File: src/rtl/wb_write_queue.sv
// Writeback queue in front of the 32x32 register file write port: buffers requests,
// drains the oldest one per unstalled cycle, and exposes queued writes to decode for bypass.
module wb_write_queue #(
    parameter int DEPTH = 4,
    parameter int AW    = 2
) (
    input  logic          clock,
    input  logic          ctrl_reset_n,
    input  logic          in_valid,
    output logic          in_ready,
    input  logic [4:0]    in_reg,
    input  logic [31:0]   in_data,
    input  logic          wb_stall,
    output logic          ctrl_writeEnable,
    output logic [4:0]    ctrl_writeReg,
    output logic [31:0]   data_writeReg,
    input  logic [4:0]    lookup_regA,
    input  logic [4:0]    lookup_regB,
    output logic          hit_A,
    output logic          hit_B,
    output logic [31:0]   hit_data_A,
    output logic [31:0]   hit_data_B,
    output logic [AW:0]   count
);

    localparam logic [AW:0] FULL_COUNT = (AW + 1)'(DEPTH);

    logic [AW-1:0]  wr_ptr_r;
    logic [AW-1:0]  rd_ptr_r;
    logic [AW:0]    count_r;
    logic [DEPTH-1:0] valid_r;
    logic [4:0]     reg_r  [DEPTH];
    logic [31:0]    data_r [DEPTH];

    logic           head_valid_s;
    logic           enq_s;
    logic           store_s;
    logic           deq_s;
    logic [AW-1:0]  idx_s;

    // Writes to r0 complete the handshake but occupy no slot.
    assign in_ready     = (count_r != FULL_COUNT);
    assign head_valid_s = (count_r != {(AW + 1){1'b0}});
    assign enq_s        = in_valid && in_ready;
    assign store_s      = enq_s && (in_reg != 5'd0);
    assign deq_s        = head_valid_s && !wb_stall;
    assign count        = count_r;

    // Queue storage, pointers and occupancy.
    always_ff @(posedge clock) begin
        if (!ctrl_reset_n) begin
            wr_ptr_r <= {AW{1'b0}};
            rd_ptr_r <= {AW{1'b0}};
            count_r  <= {(AW + 1){1'b0}};
            valid_r  <= {DEPTH{1'b0}};
            for (int i = 0; i < DEPTH; i++) begin
                reg_r[i]  <= 5'd0;
                data_r[i] <= 32'd0;
            end
        end else begin
            if (store_s) begin
                reg_r[wr_ptr_r]   <= in_reg;
                data_r[wr_ptr_r]  <= in_data;
                valid_r[wr_ptr_r] <= 1'b1;
                wr_ptr_r          <= wr_ptr_r + AW'(1);
            end
            if (deq_s) begin
                valid_r[rd_ptr_r] <= 1'b0;
                rd_ptr_r          <= rd_ptr_r + AW'(1);
            end
            case ({store_s, deq_s})
                2'b10:   count_r <= count_r + (AW + 1)'(1);
                2'b01:   count_r <= count_r - (AW + 1)'(1);
                default: count_r <= count_r;
            endcase
        end
    end

    // Regfile write port driven straight from the head entry.
    always_comb begin
        ctrl_writeEnable = 1'b0;
        ctrl_writeReg    = 5'd0;
        data_writeReg    = 32'd0;
        if (head_valid_s) begin
            ctrl_writeEnable = !wb_stall;
            ctrl_writeReg    = reg_r[rd_ptr_r];
            data_writeReg    = data_r[rd_ptr_r];
        end else begin
            ctrl_writeEnable = 1'b0;
        end
    end

    // Bypass lookup: walk oldest to youngest so the youngest match overrides.
    always_comb begin
        hit_A      = 1'b0;
        hit_B      = 1'b0;
        hit_data_A = 32'd0;
        hit_data_B = 32'd0;
        idx_s      = {AW{1'b0}};
        for (int i = 0; i < DEPTH; i++) begin
            idx_s = rd_ptr_r + AW'(i);
            if (valid_r[idx_s] && (lookup_regA != 5'd0) && (reg_r[idx_s] == lookup_regA)) begin
                hit_A      = 1'b1;
                hit_data_A = data_r[idx_s];
            end else begin
                hit_A      = hit_A;
            end
            if (valid_r[idx_s] && (lookup_regB != 5'd0) && (reg_r[idx_s] == lookup_regB)) begin
                hit_B      = 1'b1;
                hit_data_B = data_r[idx_s];
            end else begin
                hit_B      = hit_B;
            end
        end
    end

    wb_write_queue_checker #(.DEPTH(DEPTH), .AW(AW)) u_checker (
        .clock        (clock),
        .ctrl_reset_n (ctrl_reset_n),
        .count        (count_r)
    );

endmodule

// Simulation-only occupancy check for the queue.
module wb_write_queue_checker #(
    parameter int DEPTH = 4,
    parameter int AW    = 2
) (
    input logic        clock,
    input logic        ctrl_reset_n,
    input logic [AW:0] count
);

    // Occupancy must never exceed the number of slots.
    always_ff @(posedge clock) begin
        if (ctrl_reset_n) begin
            assert (count <= (AW + 1)'(DEPTH));
        end
    end

endmodule

File: config.mk
export PLATFORM = sky130hd
export DESIGN_NAME = wb_write_queue
export DESIGN_NICKNAME = d
export VERILOG_FILES = /design/src/rtl/wb_write_queue.sv
export SDC_FILE = /design/constraint.sdc
export NUM_CORES = 1
export LEC_CHECK = 0
export CORE_MARGIN = 4
export CORE_UTILIZATION = 55
export CTS_CLUSTER_SIZE = 16
export DETAILED_ROUTE_END_ITERATION = 7
export HOLD_SLACK_MARGIN = 0.12
export PLACE_DENSITY = 0.9
export SLEW_MARGIN = 20
export SYNTH_ARGS = -nofsm -noshare
export SYNTH_HDL_FRONTEND = slang
export SYNTH_HIERARCHICAL = 1
export SYNTH_SLANG_ARGS = --single-unit
File: constraint.sdc
create_clock -name clock -period 5.35 [get_ports clock]
set_clock_uncertainty 0.1 [all_clocks]
set_input_delay 0.8025 -clock clock [delete_from_list [all_inputs] [get_ports clock]]
set_output_delay 0.8025 -clock clock [all_outputs]
set_load 0.005 [all_outputs]
==> flow_summary.json <==
{
  "grt_pass1_vias": 11000,
  "start_kind": "register",
  "dieWidth_um": 159,
  "placement.io_buffers": 158,
  "synth.most_common_cell": "nand2_1",
  "synth_top_area_share_pct": 35.6,
  "vdd_drop_max_mv": 0.312,
  "min_path_type": "reg -> reg",
  "ant_nets": 0,
  "numClockSinks": 161,
  "area_delta_synth_final_pct": 19.2,
  "syn_nets": 1267,
  "cap_violations": 0,
  "r2r_cells": 8,
  "worstSetupEndpoint": "hit_data_A[8]",
  "max_freq_ghz": 0.188,
  "fin_setup_tns_ps": 0,
  "setup_viol": 0,
  "wl_um": 39800,
  "dpl_cell_area_um2": 14300,
  "synthTopCellsByCount": "nand2_1, edfxtp_1, and2_1",
  "status": "finished, final reports clean",
  "yosysUniqueCellTypes": 50,
  "r2r_end": "data_r[2][3]",
  "arrival_ps": 4420,
  "whs_ps": 460,
  "dp_cells": 1560,
  "hold_viol": 0,
  "synth_edf_count": 148,
  "crit_fanout": 42,
  "finalNetCount": 1361,
  "cp-startpoint": "rd_ptr_r[0]",
  "post_drt_wl_per_cell_um": 25.0,
  "first_pass_iters": 6,
  "p_per_area_nw_per_um2": 416,
  "worstSetupEndpointType": "primary output",
  "rsz0062_at_grt": "no",
  "viasPerCell": 6.93,
  "synth_area_um2": 12500,
  "min_period_ps": 5330,
  "syn_avg_cell_area_um2": 10.4,
  "fin_crit_sh_pct": 99.5,
  "die_h_um": 159,
  "root_buffer": "clkbuf_16",
  "numCtsBuffers": 17,
  "cts_tree": "built",
  "pin_count": 159,
  "drc": 0,
  "grt_use_total_pct": 31.8,
  "ys_warn_count": 6,
  "rows": 54,
  "synthCells": 1206,
  "path_clk_slew_ps": 60,
  "core_um2": 22100,
  "antenna_cells": 0,
  "dieArea_um2": 25200,
  "r2r_start": "count[0]",
  "clockBufferDepth": 2,
  "timing.slew.headroom_pct": 40.7,
  "antenna_found_initial": 0,
  "final_util_pct": 67.4,
  "slew_viol_final": 0,
  "worstPathRequired_ps": 4450,
  "power.leakage_nw": 5.26,
  "ys.flop_type": "edfxtp_1",
  "vias": 11000,
  "r2r_slack_ps": 2070,
  "ys_ff_latch": 161,
  "yosysSeqAreaShare_pct": 37.7,
  "stdcell_area_um2": 14900,
  "tightest_slew_ps": 888,
  "drtIter0Drc": 1597,
  "synth_largest_area_cell": "edfxtp_1",
  "yosys-top-cells-area": "edfxtp_1, mux4_2, and2_1",
  "grt_pass1_wl_um": 61000,
  "routabilityCongestion": 1.01,
  "async_flop_share_pct": 0,
  "overflow": 0,
  "cts-htree-levels": 4,
  "clk_latency_ps": 430,
  "grt_start_max_net_pins": 124,
  "crit_type": "reg -> out",
  "hold_buffers": 0,
  "postCtsSetupBuffers": 0,
  "layoutNonFillerInstCount": 1593,
  "floorplan.initialDensity_pct": 56.5,
  "drive_above_1_share_pct": 15.4,
  "dpl.hpwl_um": 25500
}
==> power breakdown <==
part	internal, W	switching, W	total (W)
clock	0.000691	0.000525	0.00122
combinational	0.00145	0.00184	0.00329
sequential	0.00154	0.000144	0.00168
==> placed cells by master (no fill, tap or decap), types with 12 or more instances in the layout <==
cell type / n
nor3_1: 21
and2_1: 118
a21oi_1: 49
clkbuf_16: 18
a311oi_1: 15
buf_4: 30
o21ai_0: 55
o22ai_1: 36
and3_1: 38
xnor2_1: 32
mux2_2: 12
mux2i_1: 56
o2bb2ai_1: 15
nor2b_1: 28
mux4_2: 94
nand2_1: 153
nor2_1: 26
o21ai_1: 25
a31oi_1: 38
edfxtp_1: 148
o211ai_1: 14
xor2_1: 12
clkdlybuf4s50_1: 157
inv_1: 23
==> critical path: stages (launching register included) <==
cell,delay [ps]
dfxtp_4,390
inv_1,110
ha_4,490
mux4_2,570
xor2_1,160
nor4_1,520
nand4_1,200
buf_4,320
o21ai_0,210
a31oi_1,60
o22ai_1,360
clkdlybuf4s50_1,580
==> final cells by class <==
| class | instances | area, um^2 |
|---|---|---|
| Timing Repair Buffer | 193 | 1910 |
| Multi-Input combinational cell | 903 | 7250 |
| Clock buffer | 17 | 425 |
| Fill cell | 1565 | 7210 |
| Tap cell | 280 | 350 |
| Inverter | 24 | 90.1 |
| Sequential cell | 161 | 4710 |
| Clock inverter | 15 | 155 |
==> routing by layer <==
metal / part of all wire [%] / global-route usage, %
met5: 0 / 0
met4: 4.9 / 15.3
met3: 13 / 6.85
met2: 49 / 52.6
met1: 33 / 39.8
==> through the flow <==
stage | total power [W] | setup WS, ps
2_1_floorplan | 0.00396 | 557
3_3_place_gp | 0.00478 | 680
3_5_place_dp | 0.00488 | 613
4_1_cts | 0.00609 | 81.0
5_1_grt | 0.00651 | 9.03
6_report | 0.00619 | 24.5
==> registers in the layout, indices dropped and copies added (netlist names), named ones only <==
register	cells
reg_r	20
valid_r	4
data_r	128
count	3
rd_ptr_r	2
wr_ptr_r	2
==> logic make-up (layout without fill, tap and decap cells) <==
family / after synthesis / after routing / share of synthesized area, %
mux: 162 / 162 / 22.5
compound gates: 270 / 270 / 13.5
buf+inv: 142 / 249 / 4.86
simple gates: 417 / 417 / 17.2
fa+ha+maj: 10 / 10 / 1.06
flops: 161 / 161 / 37.7
xor+xnor: 44 / 44 / 3.09
==> how the worst min path moves through the flow <==
| stage | start | to | slack [ps] | cells past startpoint |
|---|---|---|---|---|
| 6_report | valid_r[1] | valid_r[1] | 460 | 2 |
| 5_1_grt | valid_r[1] | valid_r[1] | 480 | 2 |
| 4_1_cts | valid_r[1] | valid_r[1] | 450 | 2 |
| 3_5_place_dp | valid_r[1] | valid_r[1] | 440 | 2 |
| 3_3_place_gp | count[2] | count[2] | 430 | 2 |
| 2_1_floorplan | valid_r[1] | valid_r[1] | 400 | 2 |
==> what timing repair did <==
| action | in CTS | in global routing |
|---|---|---|
| hold endpoints to repair | 0 | 0 |
| resized for setup | 0 | 2 |
| endpoints found under the setup margin | 0 | 21 |
Note: power is estimated with default switching activity, not from simulation.
